[src/rtl/vram_arb_pkg.sv]
`default_nettype none
// ============================================================================
//  Module      : vram_arb_pkg
//  Description : Shared types and widths for the nametable VRAM arbiter.
//  Revision    : 1.0 - initial release
// ============================================================================
package vram_arb_pkg;

    localparam int VRAM_AW = 11;
    localparam int PPU_AW  = 14;

    // Cartridge nametable mirroring, encoded as the mirror_mode input bits.
    typedef enum logic [1:0] {
        MIR_HORIZ    = 2'b00,
        MIR_VERT     = 2'b01,
        MIR_SINGLE_A = 2'b10,
        MIR_SINGLE_B = 2'b11
    } mirror_e;

    // Which requester a granted read belongs to.
    typedef enum logic {
        OWN_REN = 1'b0,
        OWN_CPU = 1'b1
    } owner_e;

endpackage
`default_nettype wire

[src/rtl/nt_mirror_map.sv]
`default_nettype none
// ============================================================================
//  Module      : nt_mirror_map
//  Description : Combinational PPU nametable address to 11-bit VRAM address
//                translation for the four cartridge mirroring modes.
//  Revision    : 1.0 - initial release
// ============================================================================
module nt_mirror_map
    import vram_arb_pkg::*;
(
    input  logic [PPU_AW-1:0]  ppu_addr,
    input  mirror_e            mode,
    output logic [VRAM_AW-1:0] vram_addr
);

    logic [1:0] w_table;
    logic       w_bank;
    logic       w_unused_hi;

    // Logical nametable 0..3; bits 13:12 only distinguish the $3000 mirror.
    assign w_table     = ppu_addr[11:10];
    assign w_unused_hi = ^ppu_addr[13:12];

    // Select the physical 1 KiB bank for the logical nametable.
    always_comb begin
        w_bank = 1'b0;
        case (mode)
            MIR_HORIZ:    w_bank = w_table[1];
            MIR_VERT:     w_bank = w_table[0];
            MIR_SINGLE_A: w_bank = 1'b0;
            MIR_SINGLE_B: w_bank = 1'b1;
            default:      w_bank = 1'b0;
        endcase
    end

    assign vram_addr = {w_bank, ppu_addr[9:0]};

endmodule
`default_nettype wire

[src/rtl/vram_arbiter.sv]
`default_nettype none
// ============================================================================
//  Module      : vram_arbiter
//  Description : Single-port nametable VRAM arbiter between PPU render fetches
//                and CPU PPUDATA accesses, with mirroring address translation
//                and one-cycle read return. Render has priority; defining
//                VRAM_ARB_STARVE_GUARD_EN adds a counter that forces the CPU
//                in after STARVE_LIMIT consecutive blocking render grants.
//  Revision    : 1.0 - initial release
// ============================================================================
module vram_arbiter
    import vram_arb_pkg::*;
#(
    parameter int unsigned STARVE_LIMIT = 8
) (
    input  logic               clk,
    input  logic               rst,
    input  logic [1:0]         mirror_mode,
    input  logic               ren_req,
    input  logic [PPU_AW-1:0]  ren_addr,
    output logic               ren_gnt,
    output logic               ren_rvalid,
    output logic [7:0]         ren_rdata,
    input  logic               cpu_req,
    input  logic               cpu_we,
    input  logic [PPU_AW-1:0]  cpu_addr,
    input  logic [7:0]         cpu_wdata,
    output logic               cpu_gnt,
    output logic               cpu_rvalid,
    output logic [7:0]         cpu_rdata,
    output logic [VRAM_AW-1:0] vram_addr,
    output logic               vram_we,
    output logic [7:0]         vram_wdata,
    input  logic [7:0]         vram_rdata
);

    logic               w_force_cpu;
    logic               w_cpu_win;
    logic               w_ren_win;
    logic               w_any_win;
    logic [PPU_AW-1:0]  w_win_addr;
    logic [VRAM_AW-1:0] w_map_addr;
    logic               w_rd_valid;
    logic               r_rd_valid;
    owner_e             r_rd_owner;

`ifdef VRAM_ARB_STARVE_GUARD_EN
    localparam logic [7:0] c_limit = 8'(STARVE_LIMIT);

    logic [7:0] r_starve_cnt;

    assign w_force_cpu = cpu_req && (r_starve_cnt == c_limit);

    // Count render grants that block a waiting CPU; clear once it gets in or stops asking.
    always_ff @(posedge clk) begin
        if (rst) begin
            r_starve_cnt <= 8'd0;
        end else if (!cpu_req || w_cpu_win) begin
            r_starve_cnt <= 8'd0;
        end else if (w_ren_win) begin
            r_starve_cnt <= r_starve_cnt + 8'd1;
        end
    end
`else
    logic [7:0] w_unused_limit;

    assign w_unused_limit = 8'(STARVE_LIMIT);
    assign w_force_cpu    = 1'b0;
`endif

    // No grants at all while reset is held.
    assign w_cpu_win  = !rst && cpu_req && (!ren_req || w_force_cpu);
    assign w_ren_win  = !rst && ren_req && !w_cpu_win;
    assign w_any_win  = w_cpu_win || w_ren_win;
    assign w_win_addr = w_cpu_win ? cpu_addr : ren_addr;

    assign ren_gnt = w_ren_win;
    assign cpu_gnt = w_cpu_win;

    nt_mirror_map u_map (
        .ppu_addr  (w_win_addr),
        .mode      (mirror_e'(mirror_mode)),
        .vram_addr (w_map_addr)
    );

    assign vram_addr  = w_any_win ? w_map_addr : '0;
    assign vram_we    = w_cpu_win && cpu_we;
    assign vram_wdata = w_cpu_win ? cpu_wdata : 8'h00;

    // Remember who owns the read in flight so the returning byte is routed back.
    always_ff @(posedge clk) begin
        if (rst) begin
            r_rd_valid <= 1'b0;
            r_rd_owner <= OWN_REN;
        end else begin
            r_rd_valid <= w_ren_win || (w_cpu_win && !cpu_we);
            r_rd_owner <= w_cpu_win ? OWN_CPU : OWN_REN;
        end
    end

    // Reset in the return cycle drops the result.
    assign w_rd_valid = r_rd_valid && !rst;
    assign ren_rvalid = w_rd_valid && (r_rd_owner == OWN_REN);
    assign cpu_rvalid = w_rd_valid && (r_rd_owner == OWN_CPU);
    assign ren_rdata  = ren_rvalid ? vram_rdata : 8'h00;
    assign cpu_rdata  = cpu_rvalid ? vram_rdata : 8'h00;

endmodule
`default_nettype wire

[config.mk]
export PLATFORM = sky130hd
export DESIGN_NAME = vram_arbiter
export DESIGN_NICKNAME = d
export VERILOG_FILES = /design/src/rtl/vram_arb_pkg.sv /design/src/rtl/nt_mirror_map.sv /design/src/rtl/vram_arbiter.sv
export SDC_FILE = /design/constraint.sdc
export NUM_CORES = 1
export LEC_CHECK = 0
export ABC_AREA = 0
export BUFFER_PORTS_ARGS = -buffer_cell sky130_fd_sc_hd__buf_4
export CAP_MARGIN = 15
export CORE_MARGIN = 2
export CORE_UTILIZATION = 27
export DETAILED_ROUTE_END_ITERATION = 8
export PLACE_DENSITY_LB_ADDON = 0.25
export REMOVE_ABC_BUFFERS = 1
export SYNTH_ARGS = -nofsm -noshare
export SYNTH_HDL_FRONTEND = slang
export SYNTH_HIERARCHICAL = 1
export SYNTH_SLANG_ARGS = --single-unit
[constraint.sdc]
create_clock -name clk -period 1.6 [get_ports clk]
set_clock_uncertainty 0.2 [all_clocks]
set_input_delay 0.16 -clock clk [delete_from_list [all_inputs] [get_ports clk]]
set_output_delay 0.16 -clock clk [all_outputs]
set_load 0.01 [all_outputs]
## After elaboration in Yosys (flattened, before gate mapping)

Cells that the tools add are included.

| storage, ports and cells | value |
|---|---|
| register bits | 2 |
| word-level logic and storage cells | 29 |

| cells by class | value |
|---|---|
| equal/unequal tests | 3 |
| muxes and demuxes | 7 |
| bitwise logic cells | 1 |
| reduce and logical (&&, ||, !) cells | 16 |

Operators by type and width:

| cell | number |
|---|---|
| $mux W8 | 3 |
| $mux W12 | 1 |
| $mux W11 | 1 |
| $logic_and A1 B1 Y1 | 9 |
| $eq A2 B2 Y1 const B | 2 |
| $logic_not A1 Y1 | 4 |
| $pmux W1 S4 | 1 |
| $eq A2 B1 Y1 const B | 1 |
| $logic_not A2 Y1 | 1 |
| $logic_or A1 B1 Y1 | 2 |
| $mux W1 | 1 |
| $not A1 Y1 | 1 |

## Logic depth before layout (Yosys ltp)

| depth | value |
|---|---|
| depth after elaboration | 7 |
| depth in mapped cells | 7 |

## Cells and area by module

The synthesis kept the hierarchy.

By module, submodules not included:

| module | instances | cells each | area an instance (um2) |
|---|---|---|---|
| vram_arbiter | 1 | 65 | 529.3 |
| nt_mirror_map | 1 | 14 | 98.8 |

## Worst setup path after synthesis

Ideal clock, no wire load.

| path | value |
|---|---|
| path type | input port to output port |
| start | in rst |
| end | out vram_addr[10] |
| arrival | 1419 ps |
| required time | 1240 ps |
| slack | -179 ps |
| stages on the path | 7 |
| buffers on the path | 2 |
| path through | nor3b_4 > buf_6 > mux2_2 > o21ai_0 > o21ai_1 > buf_4 > and2_1 |

| on the way | value |
|---|---|
| elaborated cells on any way between the ends | 10 |

RTL lines:

| item | line | RTL |
|---|---|---|
| from (decl) | vram_arbiter.sv:17 | `input logic rst,` |
| $logic_not A1 Y1 | vram_arbiter.sv:72 | `assign w_cpu_win = !rst && cpu_req && (!ren_req \|\| w_force_cpu);` |
| $logic_and A1 B1 Y1 (2 in series) | vram_arbiter.sv:72 |  |
| $mux W12 | vram_arbiter.sv:75 | `assign w_win_addr = w_cpu_win ? cpu_addr : ren_addr;` |
| named net w_win_addr[10] | vram_arbiter.sv:41 | `logic [PPU_AW-1:0] w_win_addr;` |
| $pmux W1 S4 | nt_mirror_map.sv:27 | `case (mode)` |
| named net u_map.w_bank | nt_mirror_map.sv:17 | `logic w_bank;` |
| $mux W11 | vram_arbiter.sv:86 | `assign vram_addr = w_any_win ? w_map_addr : '0;` |
| to (decl) | vram_arbiter.sv:31 | `output logic [VRAM_AW-1:0] vram_addr,` |

The timed path passes the listed nets, and every way through them passes these cells.

## Worst setup path in the final report

| path | value |
|---|---|
| start | in rst |
| end | out vram_addr[10] |

| on the way | value |
|---|---|
| elaborated cells on any way between the ends | 10 |

RTL lines:

| item | line | RTL |
|---|---|---|
| $logic_not A1 Y1 | vram_arbiter.sv:72 |  |
| $logic_and A1 B1 Y1 (2 in series) | vram_arbiter.sv:72 |  |
| $mux W12 | vram_arbiter.sv:75 |  |
| named net w_win_addr[11] | vram_arbiter.sv:41 |  |
| $pmux W1 S4 | nt_mirror_map.sv:27 |  |
| named net w_map_addr[10] | vram_arbiter.sv:42 | `logic [VRAM_AW-1:0] w_map_addr;` |
| $mux W11 | vram_arbiter.sv:86 |  |

The timed path passes the listed nets, and every way through them passes these cells.

==> metrics.txt <==
Cell Area, Synth=605.6 sq um; Core Util, Final=0.6442; total leakage power=0.0007675 uW; Reg clk slew, reported paths=30 ps; core area=0.002170 sq mm; area of the multi-input gates=534.3 sq um; Setup crit start kind=input pin; P_sw=124.2 uW; Design Area, Final=0.001398 sq mm; vias in the first global route=798; Register Area=40.04 sq um; final slew viol count=0; clock sinks=2; Clock power frac=0.242; Remaining DRCs=0; synthesized netlist cell count=77; Tmin final=1704 ps; crit-path max FO=4; achievable frequency=0.5869 GHz; Hold WC Path Type=input pin to flip-flop; CTS tree=yes; Rel. slew slack=0.8393; Hold-fix buffers, CTS=0; Avg Synthesized Cell Area=7.865 sq um; Setup CP Type=input pin to output pin; total grt overflow=0; n_diodes=0; Comb pwr share=0.641; Setup-failing EPs final=11; Final Hold Viols=0; initial antenna violation count=0; status=finished with violations; Sw Ratio=0.2690; Pre-antenna DRT Iters=4; htree depth=1; max cap viols=0; share of cells above drive strength 1=0.8428; worst slew pin tran=240.8 ps; Starting Density=0.2791; Die Area=0.002638 sq mm; CTS max path bufs=2; # IOs=91; WL/cell=12.01 um; Port Buffers=86; WHS=8.334 ps; gpl congestion=0.7254; Worst Path Arrival=1340 ps; Cell Pwr Density=330.3 mW/mm^2; Area after DPL=0.001240 sq mm; Seq pwr share=0.117; drt total wl=2245 um; routed vias/inst=4.380; Die Y=51.36 um; Post-Layout Cell Count=187; Total GRT Usage=0.1572; Final TNS setup=-598.7 ps; Die W=51.36 um; total CTS buffers=3; largest net degree at the start of global routing=12; critical path required time=1240 ps; Layout Nets=212; Final WS setup=-103.9 ps; most common cell after layout, fill and taps aside=buf_4; Std-Cell Rows=17; layout overhead on the synthesized area=130.8%; FILL cells=195; antenna-violating nets left=0; Tcrit/Tclk final=1.065; P_int=337.5 uW; VDD IR max=249.0 uV; most frequent cells in the layout=buf_4 (80), and2_1 (18), buf_6 (13); failing checks=setup timing; crit path capture type=output pin; RSZ-0062 raised after global routing=yes; global-route wire length before repair=3215 um; post-CTS setup buffer count=0; initial DRC count=3; clk root buf=clkbuf_4; routed via count=819; Inst Count DP=184; YS warnings=6
repair_timing:
| item | CTS | global route |
|---|---|---|
| pin swaps | 2 | 2 |
| setup endpoints to repair | 11 | 19 |
| gates resized for setup | 21 | 18 |
power groups by stage:
stage / Clock (uW) / Combinational, uW / Sequential (uW)
floorplan: 0 / 83.5 / 54.3
global placement: 0 / 240 / 54.5
detailed placement: 0 / 247 / 54.6
CTS: 116 / 272 / 53.9
global route: 125 / 317 / 54.6
finish: 112 / 296 / 54.2
area by class of cell:
| class | count | area share |
|---|---|---|
| clock buffer | 3 | 0.01611 |
| inverter | 1 | 0.002686 |
| multi-input combinational | 59 | 0.3823 |
| sequential | 2 | 0.02865 |
| tap | 28 | 0.02507 |
| timing repair buffer | 94 | 0.5452 |
worst max-delay path, stage by stage:
cell	delay (ps)
buf_8	100
nor3b_4	260
buf_6	150
mux2_4	310
nand2b_4	70
o21ai_2	50
and2_4	130
buf_6	110
per-layer routing:
| metal | GRT usage | part of all wire |
|---|---|---|
| met1 | 0.1408 | 0.29 |
| met4 | 0.05263 | 0.025 |
| met3 | 0.04678 | 0.15 |
| met5 | 0 | 0 |
| met2 | 0.3226 | 0.54 |
per-stage QoR:
stage               power [uW]  worst slack [ps]
finish                   461.6            -103.9
global route             496.1            -155.4
CTS                      442.6            -121.2
detailed placement       301.3            -162.4
global placement         294.9            -150.7
floorplan                137.8            -256.2
state kept, by name, summed over array words and instances (netlist names):
signal and flops:
r_rd_owner 1, r_rd_valid 1
final timing paths:
kind | slack [ps] | cells past startpoint | from | endpoint
min | 8 | 3 | ren_req | r_rd_owner$_SDFF_PP0_
max | -100 | 8 | rst | vram_addr[10]
Note: power is estimated with default switching activity, not from simulation.
